==> src/rtl/score_sched_if.sv <==
// score_sched_if: request/grant, score and BCD display bundle for score_sched.
// master = requester/display side, slave = score_sched.
interface score_sched_if #(
   parameter int unsigned PTS_W = 4
);
   logic             req_a;
   logic             req_b;
   logic [PTS_W-1:0] pts_a;
   logic [PTS_W-1:0] pts_b;
   logic             clear_score;
   logic             gnt_a;
   logic             gnt_b;
   logic [13:0]      score;
   logic [3:0]       digit0;
   logic [3:0]       digit1;
   logic [3:0]       digit2;
   logic [3:0]       digit3;
   logic             bcd_valid;
   logic             busy;

   modport master (
      output req_a, req_b, pts_a, pts_b, clear_score,
      input  gnt_a, gnt_b, score, digit0, digit1, digit2, digit3, bcd_valid, busy
   );

   modport slave (
      input  req_a, req_b, pts_a, pts_b, clear_score,
      output gnt_a, gnt_b, score, digit0, digit1, digit2, digit3, bcd_valid, busy
   );
endinterface

==> src/rtl/score_sched.sv <==
// score_sched: round-robin arbiter for two score-update requesters, saturating
// score accumulator and serial (shift-add-3) binary-to-BCD converter.
// Optional build macro: SCORE_SCHED_BLANK_EN -- blank leading-zero digits
// (digit3..digit1) as 4'hF; digit0 is always shown.
module score_sched #(
   parameter int unsigned MAX_SCORE = 9999,
   parameter int unsigned PTS_W     = 4
) (
   input  logic         segclk,
   input  logic         clr,
   score_sched_if.slave bus
);

   localparam int unsigned SCORE_W = 14;
   localparam int unsigned SUM_W   = 15;
   localparam int unsigned BCD_W   = 16;
   localparam int unsigned CNT_W   = 4;
   localparam logic [CNT_W-1:0] LAST_BIT = CNT_W'(SCORE_W - 1);
   localparam logic [SUM_W-1:0] MAX_SUM  = SUM_W'(MAX_SCORE);

   typedef enum logic [1:0] {
      IDLE = 2'd0,
      CONV = 2'd1,
      DONE = 2'd2
   } state_t;

   state_t             state_q, state_d;
   logic [SCORE_W-1:0] score_q, score_d;
   logic [SCORE_W-1:0] bin_q, bin_d;
   logic [BCD_W-1:0]   bcd_q, bcd_d;
   logic [CNT_W-1:0]   cnt_q, cnt_d;
   logic [BCD_W-1:0]   digits_q, digits_d;
   logic               gnt_a_q, gnt_a_d;
   logic               gnt_b_q, gnt_b_d;
   logic               bcd_valid_q, bcd_valid_d;
   logic               busy_q, busy_d;
   logic               clr_pend_q, clr_pend_d;
   logic               prio_b_q, prio_b_d;
   logic               start;

   // Add 3 to every BCD digit that is 5 or more (pre-shift correction).
   function automatic logic [BCD_W-1:0] add3(input logic [BCD_W-1:0] b);
      logic [BCD_W-1:0] r;
      r = b;
      for (int i = 0; i < 4; i++) begin
         if (r[4*i +: 4] >= 4'd5) begin
            r[4*i +: 4] = r[4*i +: 4] + 4'd3;
         end
      end
      return r;
   endfunction

   // Widened add so the sum never wraps, then clamp to the ceiling.
   function automatic logic [SCORE_W-1:0] sat_add(input logic [SCORE_W-1:0] s,
                                                  input logic [PTS_W-1:0]   p);
      logic [SUM_W-1:0] sum;
      sum = SUM_W'(s) + SUM_W'(p);
      if (sum > MAX_SUM) begin
         sum = MAX_SUM;
      end
      return SCORE_W'(sum);
   endfunction

   // Display formatting of the finished BCD value.
   function automatic logic [BCD_W-1:0] fmt_digits(input logic [BCD_W-1:0] b);
      logic [BCD_W-1:0] r;
      r = b;
`ifdef SCORE_SCHED_BLANK_EN
      if (b[15:12] == 4'd0) begin
         r[15:12] = 4'hF;
         if (b[11:8] == 4'd0) begin
            r[11:8] = 4'hF;
            if (b[7:4] == 4'd0) begin
               r[7:4] = 4'hF;
            end
         end
      end
`endif
      return r;
   endfunction

   // Next-state, arbitration, accumulation and conversion datapath.
   always_comb begin
      state_d     = state_q;
      score_d     = score_q;
      bin_d       = bin_q;
      bcd_d       = bcd_q;
      cnt_d       = cnt_q;
      digits_d    = digits_q;
      gnt_a_d     = 1'b0;
      gnt_b_d     = 1'b0;
      bcd_valid_d = 1'b0;
      clr_pend_d  = clr_pend_q | bus.clear_score;
      prio_b_d    = prio_b_q;
      start       = 1'b0;

      unique case (state_q)
         IDLE: begin
            if (clr_pend_q || bus.clear_score) begin
               // a latched clear beats any pending request
               score_d    = '0;
               clr_pend_d = 1'b0;
               start      = 1'b1;
            end else if (bus.req_a && (!bus.req_b || !prio_b_q)) begin
               gnt_a_d  = 1'b1;
               score_d  = sat_add(score_q, bus.pts_a);
               prio_b_d = 1'b1;
               start    = 1'b1;
            end else if (bus.req_b) begin
               gnt_b_d  = 1'b1;
               score_d  = sat_add(score_q, bus.pts_b);
               prio_b_d = 1'b0;
               start    = 1'b1;
            end
         end
         CONV: begin
            {bcd_d, bin_d} = {add3(bcd_q), bin_q} << 1;
            cnt_d          = cnt_q + CNT_W'(1);
            if (cnt_q == LAST_BIT) begin
               state_d = DONE;
            end
         end
         DONE: begin
            digits_d    = fmt_digits(bcd_q);
            bcd_valid_d = 1'b1;
            state_d     = IDLE;
         end
         default: begin
            state_d = IDLE;
         end
      endcase

      // Snapshot the updated score into the converter on every grant/clear.
      if (start) begin
         state_d = CONV;
         bin_d   = score_d;
         bcd_d   = '0;
         cnt_d   = '0;
      end

      busy_d = (state_d != IDLE);
   end

   // State and output registers; clr aborts any conversion in flight.
   always_ff @(posedge segclk or posedge clr) begin
      if (clr) begin
         state_q     <= IDLE;
         score_q     <= '0;
         bin_q       <= '0;
         bcd_q       <= '0;
         cnt_q       <= '0;
         digits_q    <= '0;
         gnt_a_q     <= 1'b0;
         gnt_b_q     <= 1'b0;
         bcd_valid_q <= 1'b0;
         busy_q      <= 1'b0;
         clr_pend_q  <= 1'b0;
         prio_b_q    <= 1'b0;
      end else begin
         state_q     <= state_d;
         score_q     <= score_d;
         bin_q       <= bin_d;
         bcd_q       <= bcd_d;
         cnt_q       <= cnt_d;
         digits_q    <= digits_d;
         gnt_a_q     <= gnt_a_d;
         gnt_b_q     <= gnt_b_d;
         bcd_valid_q <= bcd_valid_d;
         busy_q      <= busy_d;
         clr_pend_q  <= clr_pend_d;
         prio_b_q    <= prio_b_d;
      end
   end

   assign bus.gnt_a     = gnt_a_q;
   assign bus.gnt_b     = gnt_b_q;
   assign bus.score     = score_q;
   assign bus.digit0    = digits_q[3:0];
   assign bus.digit1    = digits_q[7:4];
   assign bus.digit2    = digits_q[11:8];
   assign bus.digit3    = digits_q[15:12];
   assign bus.bcd_valid = bcd_valid_q;
   assign bus.busy      = busy_q;

endmodule

==> src/flat_wrapper.sv <==
// flat-port wrapper written by rule: the top's interface ports become plain ports
module score_sched_flat 
#(
   parameter int unsigned MAX_SCORE = 9999,
   parameter int unsigned PTS_W     = 4
)
  (segclk, clr, bus_req_a, bus_req_b, bus_pts_a, bus_pts_b, bus_clear_score, bus_gnt_a, bus_gnt_b, bus_score, bus_digit0, bus_digit1, bus_digit2, bus_digit3, bus_bcd_valid, bus_busy);
  score_sched_if #(.PTS_W(PTS_W)) bus_i ();
  input  logic segclk;
  input  logic clr;
  input wire logic [$bits(bus_i.req_a)-1:0] bus_req_a;
  input wire logic [$bits(bus_i.req_b)-1:0] bus_req_b;
  input wire logic [$bits(bus_i.pts_a)-1:0] bus_pts_a;
  input wire logic [$bits(bus_i.pts_b)-1:0] bus_pts_b;
  input wire logic [$bits(bus_i.clear_score)-1:0] bus_clear_score;
  output wire logic [$bits(bus_i.gnt_a)-1:0] bus_gnt_a;
  output wire logic [$bits(bus_i.gnt_b)-1:0] bus_gnt_b;
  output wire logic [$bits(bus_i.score)-1:0] bus_score;
  output wire logic [$bits(bus_i.digit0)-1:0] bus_digit0;
  output wire logic [$bits(bus_i.digit1)-1:0] bus_digit1;
  output wire logic [$bits(bus_i.digit2)-1:0] bus_digit2;
  output wire logic [$bits(bus_i.digit3)-1:0] bus_digit3;
  output wire logic [$bits(bus_i.bcd_valid)-1:0] bus_bcd_valid;
  output wire logic [$bits(bus_i.busy)-1:0] bus_busy;
  assign bus_i.req_a = bus_req_a;
  assign bus_i.req_b = bus_req_b;
  assign bus_i.pts_a = bus_pts_a;
  assign bus_i.pts_b = bus_pts_b;
  assign bus_i.clear_score = bus_clear_score;
  assign bus_gnt_a = bus_i.gnt_a;
  assign bus_gnt_b = bus_i.gnt_b;
  assign bus_score = bus_i.score;
  assign bus_digit0 = bus_i.digit0;
  assign bus_digit1 = bus_i.digit1;
  assign bus_digit2 = bus_i.digit2;
  assign bus_digit3 = bus_i.digit3;
  assign bus_bcd_valid = bus_i.bcd_valid;
  assign bus_busy = bus_i.busy;
  score_sched #(.MAX_SCORE(MAX_SCORE), .PTS_W(PTS_W)) u_core (.segclk(segclk), .clr(clr), .bus(bus_i));
endmodule
==> config.mk <==
export PLATFORM = sky130hd
export DESIGN_NAME = score_sched_flat
export DESIGN_NICKNAME = d
export VERILOG_FILES = /design/src/rtl/score_sched_if.sv /design/src/rtl/score_sched.sv /design/src/flat_wrapper.sv
export SDC_FILE = /design/constraint.sdc
export NUM_CORES = 1
export LEC_CHECK = 0
export CAP_MARGIN = 20
export CORE_MARGIN = 1.5
export CORE_UTILIZATION = 52
export CTS_CLUSTER_DIAMETER = 150
export DETAILED_ROUTE_END_ITERATION = 10
export GPL_ROUTABILITY_DRIVEN = 0
export PLACE_DENSITY = 0.77
export SETUP_SLACK_MARGIN = 0.3
export SYNTH_ARGS = -nofsm -noshare
export SYNTH_HDL_FRONTEND = slang
export SYNTH_SLANG_ARGS = --single-unit
==> constraint.sdc <==
create_clock -name segclk -period 3 [get_ports segclk]
set_input_delay 0.6 -clock segclk [delete_from_list [all_inputs] [get_ports segclk]]
set_output_delay 0.6 -clock segclk [all_outputs]
set_load 0.005 [all_outputs]
==> results of run 1 <==
-- layer usage --
layer  part of all wire  GRT usage  routed length [um]
met4              0.038      0.102                 523
met2               0.46      0.467                6410
met1               0.40      0.405                5550
met3              0.095     0.0695                1310
met5                  0          0                   0
-- sequential cells by signal, indices dropped and copies added, names as in the netlist --
register / flops
u_core.bus.score: 14
u_core.bin_q: 14
u_core.state_q: 2
u_core.bus.gnt_a: 1
u_core.bus.busy: 1
u_core.bus.bcd_valid: 1
u_core.bcd_q: 16
u_core.prio_b_q: 1
u_core.cnt_q: 4
u_core.clr_pend_q: 1
u_core.digits_q: 16
u_core.bus.gnt_b: 1
-- power breakdown --
group          switching, uW  internal [uW]  total, uW
Combinational           1360           1320       2680
Clock                    357            516        872
Sequential               338           1290       1630
Total                   2060           3120       5180
-- what timing repair did --
action	CTS	global route
setup buffers	7	11
setup endpoints to repair	28	28
resized for setup	71	32
pin swaps	46	18
-- worst paths after layout --
kind,endpoint,slack [ps],cells after the start
setup reg to reg,u_core.bin_q[1]$_DFFE_PP0P_,-210,13
max in group asynchronous,u_core.bus.score[6]$_DFF_PP0_,2040,3
hold reg to reg,u_core.digits_q[10]$_DFFE_PP0P_,510,1
hold / removal,u_core.digits_q[10]$_DFFE_PP0P_,510,1
min in group asynchronous,u_core.bin_q[2]$_DFFE_PP0P_,650,3
setup / recovery,u_core.bin_q[1]$_DFFE_PP0P_,-210,13
-- cells by family after synthesis --
family,count (synthesis),synth area share
adder cells (fa/ha/maj),20,0.0588
multiplexers,19,0.0469
AO/OA/AOI/OAI,152,0.228
XOR/XNOR,18,0.0350
buffers and inverters,42,0.0458
AND/OR/NAND/NOR,162,0.186
flip-flops,72,0.399
-- stage by stage --
step | cell area (um^2) | instances | total power, uW
2_1_floorplan | 4600 | 485 | 2980
3_3_place_gp | 5530 | 675 | 3820
3_5_place_dp | 5530 | 675 | 3930
4_1_cts | 6060 | 698 | 5000
5_1_grt | 6280 | 709 | 5490
6_report | 6280 | 709 | 5180
-- cell type report --
class / count / share of cell area
multi-input cells: 371 / 0.471
flip-flops and latches: 72 / 0.287
repair buffers: 126 / 0.172
clock buffers: 12 / 0.0247
well taps: 105 / 0.0209
clock inverters: 4 / 0.0121
inverters: 19 / 0.0117
-- cells in the final DEF, fill, tap and decap left out, types with 4 or more instances in the layout --
cell | netlist | layout
a21o_1 | 9 | 8
a21oi_1 | 31 | 23
a21oi_2 | 4 | 6
a21oi_4 | 0 | 6
a22oi_1 | 8 | 5
a32o_1 | 4 | 4
and2_1 | 6 | 5
and3_1 | 5 | 5
buf_4 | 5 | 74
buf_6 | 4 | 5
clkbuf_8 | 0 | 11
clkdlybuf4s50_1 | 0 | 38
dfrtp_1 | 72 | 70
dlygate4sd2_1 | 0 | 5
ha_1 | 18 | 11
ha_4 | 0 | 7
inv_1 | 18 | 15
mux2_2 | 17 | 16
nand2_1 | 45 | 44
nand2b_1 | 12 | 10
nand3_1 | 14 | 13
nor2_1 | 39 | 33
nor2_2 | 0 | 6
nor2b_1 | 4 | 4
nor3_1 | 9 | 5
nor3_2 | 2 | 5
o211ai_1 | 4 | 4
o21ai_0 | 39 | 26
o21ai_1 | 2 | 11
o22ai_1 | 6 | 4
o31ai_1 | 11 | 9
or2_2 | 6 | 6
xnor2_1 | 10 | 10
xor2_1 | 8 | 8
-- worst max-delay path, delay by kind of cell (launching register included) --
kind | cells | cell delay (ps)
fa+ha+maj | 2 | 450
simple gates | 2 | 350
flops | 1 | 400
compound gates | 6 | 1460
buf+inv | 2 | 140
mux | 1 | 340
==> summary.md, run 1 <==
| Metric | Value |
|---|---|
| DR iter-0 viols | 478 |
| Status | complete, but fails checks |
| Hold_buf cts | 0 |
| Setup TNS Final | -3210 ps |
| Most instantiated cells after synthesis | dfrtp_1, nand2_1, nor2_1, o21ai_0, a21oi_1 |
| Clock slew at reported path FFs | 80 ps |
| Post-Syn Area per Cell | 9.30 um^2 |
| DRC violations left | 0 |
| Most common cell in the netlist | dfrtp_1 |
| Clock buffer depth | 2 |
| Yosys warnings | 0 |
| Initial Util | 0.543 |
| GRT Util Overall | 0.298 |
| Port Buf Inserts | 46 |
| Total of max-cap violations | 0 |
| Multi-input gate area | 2960 um^2 |
| H-tree Lvls | 3 |
| Via density | 6.33 |
| Core Box Area | 8300 um^2 |
| Die Height | 96.1 um |
| Post-place setup slack | -806 ps |
| Routed Wire Length | 13800 um |
| Slowest cell on crit path | dfrtp_2 |
| Final Core Density | 0.757 |
| PwrDens | 825 nW/um^2 |
| Setup repair after global routing missed its margin | yes |
| EDFF count, synth | 0 |
| Crit. Startpoint | u_core.bus.score[0]$_DFF_PP0_ |
| Register Area | 1800 um^2 |
| Vias in the first global route | 4240 |
| Global-route wire length before repair | 20900 um |
| Layout cell share with drive strength beyond 1 | 0.341 |
| GR Overflow Total | 0 |
| Synth-to-Final Area Change | 39.3% |
| Ys async rst share | 1.00 |
| Fmax | 311 MHz |
| Setup crit end kind | flip-flop |
| Vias | 4491 |
| Post-Syn Area | 4510 um^2 |
| Clock Skew | 11.2 ps |
| Final worst-path cycle share | 1.07 |
| Ys flop type | dfrtp_1 |
| Leak | 0.00265 uW |
| Sequential share of the synthesized area | 0.399 |
| Wire per inst | 19.5 um |
| Initial antenna violation count | 0 |
| Hold_ws | 506 ps |
| Antenna diodes | 0 |
| Final worst setup slack | -214 ps |
| Die area | 9240 um^2 |
| Slew Limit Fails | 0 |
| Worst Hold Launch | u_core.digits_q[10]$_DFFE_PP0P_ |
| Ports | 47 |
| Failing checks | setup timing |
| Nets | 632 |
| Crit-path max FO | 6 |
| Top cell by count, worst path | a211oi_4 |
| Pin count of the biggest net entering global routing | 73 |
| Critical path arrival | 3500 ps |
| Startpoint types | flip-flop |
| Share of the synthesized area in the top cell type | 0.399 |
| WS Path Type | reg2reg |
| Fin. Hold Viols | 0 |
| Least-Margin Pin Slew | 907 ps |
| Row count | 33 |
| Post-route ant nets | 0 |
| Synth area leaders | dfrtp_1, ha_1, o21ai_0 |
| Register bit total from synthesis | 72 |
| RR Startpoint | u_core.bus.score[0]$_DFF_PP0_ |
| Peak VDD IR | 0.000459 V |
| CTS root buffer | clkbuf_8 |
| Syn Inst Count | 485 |
| Hpwl dp | 9030 um |
| Synth Net Count | 518 |
| Largest area contributor in the netlist | dfrtp_1 |
| First-pass DRT Iterations | 5 |
| Netlist cell types | 64 |
| Crit-path cells | buf_6, ha_4, inv_2, fa_2, nand2b_4, a211oi_4, mux2_4, a211oi_4, a21boi_4, o21ai_4, and2_4, a221o_1, a21oi_2 |
| Min-Delay Path Class | reg2reg |
| Data required time of the critical path | 3280 ps |
| Final min period | 3210 ps |
| Fillers | 539 |
| CTS Sinks | 72 |
| Relative max-transition margin | 0.396 |
| Clk_lat worst skew | 340 ps |
| Slowest stage delay, CP | 400 ps |
| CTS buffer count | 9 |
| Die width | 96.1 um |
| CTS tree | yes |
| Finish-stage setup viols | 26 |
No activity file was read; power rests on OpenSTA's default activity.
==> run 2: changes to the inputs <==
--- a/config.mk
+++ b/config.mk
@@ -12,7 +12,6 @@
 export DETAILED_ROUTE_END_ITERATION = 10
 export GPL_ROUTABILITY_DRIVEN = 0
 export PLACE_DENSITY = 0.77
-export SETUP_SLACK_MARGIN = 0.3
 export SYNTH_ARGS = -nofsm -noshare
 export SYNTH_HDL_FRONTEND = slang
 export SYNTH_SLANG_ARGS = --single-unit
==> run 2 against run 1 <==
Clock-buffer cell count down 2. Critical endpoint is now u_core.bus.score[10]$_DFF_PP0_. Fmax fell by 3.8%. Sequential cell count unchanged. Cell count fell by 2.4%. Combinational power fell by 3%. The flow still finishes with violations (setup timing). Wire length decreased by 3.1%.
==> summary.md, run 2 (synthesis gave the netlist of run 1 again) <==
| Metric | Value |
|---|---|
| DR iter-0 viols | 546 (was 478) |
| Failing checks | setup timing (unchanged) |
| Clock buffer depth | 2 (unchanged) |
| Die area | 9240 um^2 (unchanged) |
| Highest-count cells in the layout ignoring fill and taps | dfrtp_1, buf_4, nand2_1, clkdlybuf4s50_1, nor2_1 (was buf_4, dfrtp_1, nand2_1, clkdlybuf4s50_1, nor2_1) |
| Design Power | 5000 uW (was 5180 uW) |
| Cell area after placement | 5450 um^2 (was 5530 um^2) |
| Relative max-transition margin | 0.575 (was 0.396) |
| Clock Skew | 11.5 ps (was 11.2 ps) |
| Largest regs | u_core.bcd_q: 16 flops, u_core.digits_q: 16 flops (unchanged) |
| H-tree Lvls | 3 (unchanged) |
| Logic pwr share | 0.521 (was 0.518) |
| Least-Margin Pin Slew | 635 ps (was 907 ps) |
| Nets | 616 (was 632) |
| First-pass DRT Iterations | 6 (was 5) |
| Post-route ant nets | 0 (unchanged) |
| WS Path Type | in2reg (was reg2reg) |
| Leak | 0.00255 uW (was 0.00265 uW) |
| Data required time of the critical path | 3180 ps (was 3280 ps) |
| Setup TNS Final | -1560 ps (was -3210 ps) |
| Clock slew at reported path FFs | 70 ps (was 80 ps) |
| Peak VDD IR | 0.000542 V (was 0.000459 V) |
| Ports | 47 (unchanged) |
| Synth-to-Final Area Change | 35.4% (was 39.3%) |
| CTS buffer count | 9 (unchanged) |
| Initial antenna violation count | 0 (unchanged) |
| Final min period | 3340 ps (was 3210 ps) |
| Final Cell Area | 6110 um^2 (was 6280 um^2) |
| Die Height | 96.1 um (unchanged) |
| Critical path arrival | 3520 ps (was 3500 ps) |
| Crit-path cells | clkdlybuf4s50_1, ha_4, nand2b_4, a21o_4, buf_6, nor3_4, nor4_2, o21ai_2, or3_4, a21boi_2, o211ai_1, nand3_1 (was buf_6, ha_4, inv_2, fa_2, nand2b_4, a211oi_4, mux2_4, a211oi_4, a21boi_4, o21ai_4, and2_4, a221o_1, a21oi_2) |
| Placed Cells incl. Taps | 665 (was 675) |
| Routed Wire Length | 13400 um (was 13800 um) |
| Total of max-cap violations | 0 (unchanged) |
| Vias in the first global route | 4091 (was 4240) |
| CTS root buffer | clkbuf_8 (unchanged) |
| Final worst-path cycle share | 1.11 (was 1.07) |
| DRC violations left | 0 (unchanged) |
| Slowest cell on crit path | clkdlybuf4s50_1 (was dfrtp_2) |
| Core Box Area | 8300 um^2 (unchanged) |
| Global-route wire length before repair | 20100 um (was 20900 um) |
| Fin. Hold Viols | 0 (unchanged) |
| CTS tree | yes (unchanged) |
| Slew Limit Fails | 0 (unchanged) |
| Die width | 96.1 um (unchanged) |
| Crit-path max FO | 5 (was 6) |
| Fmax | 299 MHz (was 311 MHz) |
| Clock share of power | 0.151 (was 0.168) |
| Startpoint types | input port (was flip-flop) |
| GR Overflow Total | 0 (unchanged) |
| Int Power | 2990 uW (was 3120 uW) |
| Finish-stage setup viols | 19 (was 26) |
| Final Core Density | 0.736 (was 0.757) |
| Commonest non-fill, non-tap cell in the layout | dfrtp_1 (was buf_4) |
| Final worst setup slack | -340 ps (was -214 ps) |
| Depth of the worst hold-timing path | 1 (unchanged) |
| Initial Util | 0.543 (unchanged) |
| Row count | 33 (unchanged) |
| R2R Setup Slk | -330 ps (was -210 ps) |
| Status | complete, but fails checks (unchanged) |
| Hpwl dp | 8620 um (was 9030 um) |
| Wire per inst | 19.3 um (was 19.5 um) |
| Setup crit end kind | flip-flop (unchanged) |
| NetSw | 2000 uW (was 2060 uW) |
| Sequential power share | 0.328 (was 0.314) |
| CTS Sinks | 72 (unchanged) |
| Pin count of the biggest net entering global routing | 73 (unchanged) |
| GRT Util Overall | 0.291 (was 0.298) |
| Clk_lat worst skew | 350 ps (was 340 ps) |
| Antenna diodes | 0 (unchanged) |
| PwrDens | 818 nW/um^2 (was 825 nW/um^2) |
| Via density | 6.37 (was 6.33) |
| Port Buf Inserts | 46 (unchanged) |
| Layout cell share with drive strength beyond 1 | 0.307 (was 0.341) |
| Setup repair after global routing missed its margin | yes (unchanged) |
| Worst R2R Path Depth | 13 (unchanged) |
| Slowest stage delay, CP | 500 ps (was 400 ps) |
| Min-Delay Path Class | reg2reg (unchanged) |
| Sw Share | 0.401 (was 0.397) |
| Fin cells | 692 (was 709) |
| Vias | 4406 (was 4491) |
run 2: cell types whose count changed in the layout (fill, tap and decap cells not counted), moves of 3 or more:
cell	previous run	this run
ha_4	7	4
o21ai_1	11	7
buf_4	74	58
clkdlybuf4s50_1	38	41
o21ai_0	26	30
run 2: area by class of cell:
class | count | area, um^2
clock inverter | 5 | 57.6
sequential | 72 | 1800
timing repair buffer | 110 | 991
multi-input combinational | 371 | 2920
inverter | 19 | 71.3
fill | 551 | 2190
tap | 105 | 131
clock buffer | 10 | 138
run 2: stage by stage:
step | hold slack [ps] | worst slack, ps
floorplan | 449 | -215
global placement | 485 | -745
detailed placement | 490 | -822
CTS | 507 | -119
global route | 524 | -341
finish | 510 | -340
run 2: layer usage:
| metal | global-route usage | part of all wire | vias up | wire length [um] |
|---|---|---|---|---|
| li1 | - | - | 1953 | - |
| met1 | 0.394 | 0.41 | 2127 | 5440 |
| met2 | 0.444 | 0.46 | 269 | 6180 |
| met3 | 0.0735 | 0.091 | 57 | 1220 |
| met4 | 0.119 | 0.039 | 0 | 521 |
| met5 | 0 | 0 | - | 0 |
run 2: power by group through the flow:
stage	registers [uW]	clock network [uW]	logic, uW
floorplan	1530	0	1450
global placement	1620	0	2150
detailed placement	1630	0	2220
CTS	1620	767	2460
global route	1680	805	2830
finish	1640	753	2600
run 2: what timing repair did:
item                                    4_1_cts  5_1_grt
buffers inserted                              6        5
endpoints found under the setup margin       28       28
gates resized for setup                      57       26
hold buffers                                  0        0
pin swaps                                    28       16
run 2: worst paths after layout:
path | startpoint | end
max | bus_pts_b[2] | u_core.bus.score[10]$_DFF_PP0_
min | u_core.digits_q[14]$_DFFE_PP0P_ | u_core.digits_q[14]$_DFFE_PP0P_
max reg2reg | u_core.bus.score[0]$_DFF_PP0_ | u_core.bus.score[10]$_DFF_PP0_
min reg2reg | u_core.digits_q[14]$_DFFE_PP0P_ | u_core.digits_q[14]$_DFFE_PP0P_
max in group asynchronous | clr | u_core.bcd_q[2]$_DFFE_PP0P_
min in group asynchronous | clr | u_core.cnt_q[0]$_DFFE_PP0P_
run 2: worst max-delay path: cells and delay by family:
kind,cells,cell delay [ps]
AO/OA/AOI/OAI,4,890
adder cells (fa/ha/maj),1,240
buffers and inverters,2,630
AND/OR/NAND/NOR,5,1150
==> run 3: changes to the inputs <==
--- a/config.mk
+++ b/config.mk
@@ -6,12 +6,14 @@
 export NUM_CORES = 1
 export LEC_CHECK = 0
 export CAP_MARGIN = 20
+export CELL_PAD_IN_SITES_DETAIL_PLACEMENT = 0
+export CELL_PAD_IN_SITES_GLOBAL_PLACEMENT = 1
 export CORE_MARGIN = 1.5
-export CORE_UTILIZATION = 52
-export CTS_CLUSTER_DIAMETER = 150
+export CORE_UTILIZATION = 40
+export CTS_CLUSTER_DIAMETER = 100
 export DETAILED_ROUTE_END_ITERATION = 10
 export GPL_ROUTABILITY_DRIVEN = 0
-export PLACE_DENSITY = 0.77
+export PLACE_DENSITY_LB_ADDON = 0.1
 export SYNTH_ARGS = -nofsm -noshare
 export SYNTH_HDL_FRONTEND = slang
 export SYNTH_SLANG_ARGS = --single-unit
==> run 3 against run 2 <==
Non-clock buffer count up 13. Worst hold slack worse by 6.9 ps. Largest power group unchanged. The flow still finishes with violations (setup timing). Highest routed layer unchanged. Clock power up 35%. Combinational power down 2%.
==> summary.md, run 3 (synthesis gave the netlist of run 1 again) <==
| Metric | Value |
|---|---|
| Setup crit end kind | flip-flop (unchanged) |
| Antenna diodes | 0 (unchanged) |
| Via density | 5.41 (was 6.37) |
| Setup repair after global routing missed its margin | yes (unchanged) |
| CTS root buffer | clkbuf_16 (was clkbuf_8) |
| Initial antenna violation count | 0 (unchanged) |
| Hold_ws | 503 ps (was 510 ps) |
| Final worst setup slack | -54.1 ps (was -340 ps) |
| Commonest non-fill, non-tap cell in the layout | buf_4 (was dfrtp_1) |
| Worst path buffer plus inverter count | 2 (unchanged) |
| Wire per inst | 17.3 um (was 19.3 um) |
| Data required time of the critical path | 3260 ps (was 3180 ps) |
| Slew Limit Fails | 0 (unchanged) |
| Fin cells | 741 (was 692) |
| Largest regs | u_core.bcd_q: 16 flops, u_core.digits_q: 16 flops (unchanged) |
| Clock slew at reported path FFs | 60 ps (was 70 ps) |
| Die width | 109 um (was 96.1 um) |
| Routed Wire Length | 12800 um (was 13400 um) |
| Nets | 629 (was 616) |
| R2R Setup Slk | -40 ps (was -330 ps) |
| Leak | 0.00264 uW (was 0.00255 uW) |
| DRC violations left | 0 (unchanged) |
| Setup TNS Final | -252 ps (was -1560 ps) |
| Placed Cells incl. Taps | 715 (was 665) |
| CTS Sinks | 72 (unchanged) |
| Die area | 11900 um^2 (was 9240 um^2) |
| Relative max-transition margin | 0.444 (was 0.575) |
| Min-Delay Path Class | reg2reg (unchanged) |
| CTS buffer count | 9 (unchanged) |
| Critical path arrival | 3320 ps (was 3520 ps) |
| Port Buf Inserts | 46 (unchanged) |
| WS Path Type | in2reg (unchanged) |
| Design Power | 5170 uW (was 5000 uW) |
| Core Box Area | 10900 um^2 (was 8300 um^2) |
| DR iter-0 viols | 206 (was 546) |
| Total of max-cap violations | 0 (unchanged) |
| Slowest stage delay, CP | 340 ps (was 500 ps) |
| Clock Skew | 5.65 ps (was 11.5 ps) |
| CTS tree | yes (unchanged) |
| GRT Util Overall | 0.232 (was 0.291) |
| Highest-count cells in the layout ignoring fill and taps | buf_4, dfrtp_1, nand2_1, clkdlybuf4s50_1, o21ai_0 (was dfrtp_1, buf_4, nand2_1, clkdlybuf4s50_1, nor2_1) |
| Die Height | 109 um (was 96.1 um) |
| Vias | 4011 (was 4406) |
| Startpoint types | input port (unchanged) |
| Fmax | 327 MHz (was 299 MHz) |
| Ports | 47 (unchanged) |
| Clock buffer depth | 2 (unchanged) |
| Slowest cell on crit path | fa_2 (was clkdlybuf4s50_1) |
| Peak VDD IR | 0.000437 V (was 0.000542 V) |
| Row count | 38 (was 33) |
| PwrDens | 833 nW/um^2 (was 818 nW/um^2) |
| Least-Margin Pin Slew | 833 ps (was 635 ps) |
| Initial Util | 0.412 (was 0.543) |
| Failing checks | setup timing (unchanged) |
| Top cell by count, worst path | a211oi_4 |
| Final min period | 3050 ps (was 3340 ps) |
| GR Overflow Total | 0 (unchanged) |
| Final worst-path cycle share | 1.02 (was 1.11) |
| Layout cell share with drive strength beyond 1 | 0.304 (was 0.307) |
| Pin count of the biggest net entering global routing | 73 (unchanged) |
| Post-route ant nets | 0 (unchanged) |
| Hpwl dp | 9410 um (was 8620 um) |
| Global-route wire length before repair | 21000 um (was 20100 um) |
| Synth-to-Final Area Change | 37.6% (was 35.4%) |
| H-tree Lvls | 3 (unchanged) |
| CP delay by family, top | compound AO/OA/AOI/OAI gates (was simple AND/OR/NAND/NOR gates) |
| Finish-stage setup viols | 10 (was 19) |
| First-pass DRT Iterations | 4 (was 6) |
| Hold_buf cts | 0 (unchanged) |
| Status | complete, but fails checks (unchanged) |
| Crit-path cells | dlygate4sd2_1, ha_4, inv_2, fa_2, nand2b_4, a211oi_4, mux2_4, a211oi_4, a21boi_4, o21ai_2, and2_4, a221o_1, a21oi_2 (was clkdlybuf4s50_1, ha_4, nand2b_4, a21o_4, buf_6, nor3_4, nor4_2, o21ai_2, or3_4, a21boi_2, o211ai_1, nand3_1) |
| Crit-path max FO | 6 (was 5) |
| Fin. Hold Viols | 0 (unchanged) |
| Clk_lat worst skew | 330 ps (was 350 ps) |
| Vias in the first global route | 4115 (was 4091) |
run 3: changes by cell type in the layout (fill, tap and decap cells not counted), moves of 3 or more:
cell and delta:
buf_4 +15, clkbuf_16 +9, clkbuf_8 -7, o21ai_0 +6, o21ai_1 -4, a21oi_1 +3, clkdlybuf4s50_1 -3, clkinvlp_4 -3
ha_4 +3
run 3: worst reg2reg max path, stage by stage (launching register included):
cell      delay [ps]
dfrtp_2          390
buf_6            110
ha_4             130
inv_2             30
fa_2             340
nand2b_4         170
a211oi_4         230
mux2_4           340
a211oi_4         210
a21boi_4         230
o21ai_2          110
and2_4           190
a221o_1          340
a21oi_2          130
run 3: area by class of cell:
type | count | area [um^2]
fill | 1025 | 4730
multi-input combinational | 371 | 2820
sequential | 72 | 1800
timing repair buffer | 123 | 1050
clock buffer | 13 | 270
tap | 140 | 175
inverter | 19 | 73.8
clock inverter | 3 | 15.0
run 3: metal layers:
layer | routed length, um | share of wire | GRT usage
met1 | 5870 | 0.46 | 0.293
met3 | 210 | 0.016 | 0.0323
met5 | 0 | 0 | 0
met4 | 281 | 0.022 | 0.0761
met2 | 6440 | 0.50 | 0.407
run 3: worst paths after layout:
kind / startpoint / end / depth (start not counted)
hold / removal: u_core.digits_q[6]$_DFFE_PP0P_ / u_core.digits_q[6]$_DFFE_PP0P_ / 1
setup / recovery: bus_pts_a[0] / u_core.bin_q[1]$_DFFE_PP0P_ / 13
min in group asynchronous: clr / u_core.cnt_q[0]$_DFFE_PP0P_ / 3
max in group asynchronous: clr / u_core.bus.score[9]$_DFF_PP0_ / 3
hold reg to reg: u_core.digits_q[6]$_DFFE_PP0P_ / u_core.digits_q[6]$_DFFE_PP0P_ / 1
setup reg to reg: u_core.bus.score[0]$_DFF_PP0_ / u_core.bin_q[1]$_DFFE_PP0P_ / 13
run 3: through the flow:
stage | cell area [um^2] | utilization | setup slack (ps)
after floorplan | 4590 | - | -215
after global placement | 5600 | 0.512 | -736
after detailed placement | 5600 | 0.512 | -799
after CTS | 6150 | 0.562 | -46.6
after global routing | 6210 | 0.568 | -185
final | 6210 | 0.568 | -54.1
run 3: repair_timing:
| action | in CTS | in global routing |
|---|---|---|
| cloned | 0 | 0 |
| setup buffers | 9 | 1 |
| pin swaps | 25 | 7 |
| endpoints found under the setup margin | 28 | 28 |
| resized for setup | 51 | 14 |
run 3: report_power, final:
group	internal, uW	switching (uW)
Combinational	1290	1260
Clock	623	395
Sequential	1290	314
Total	3200	1970
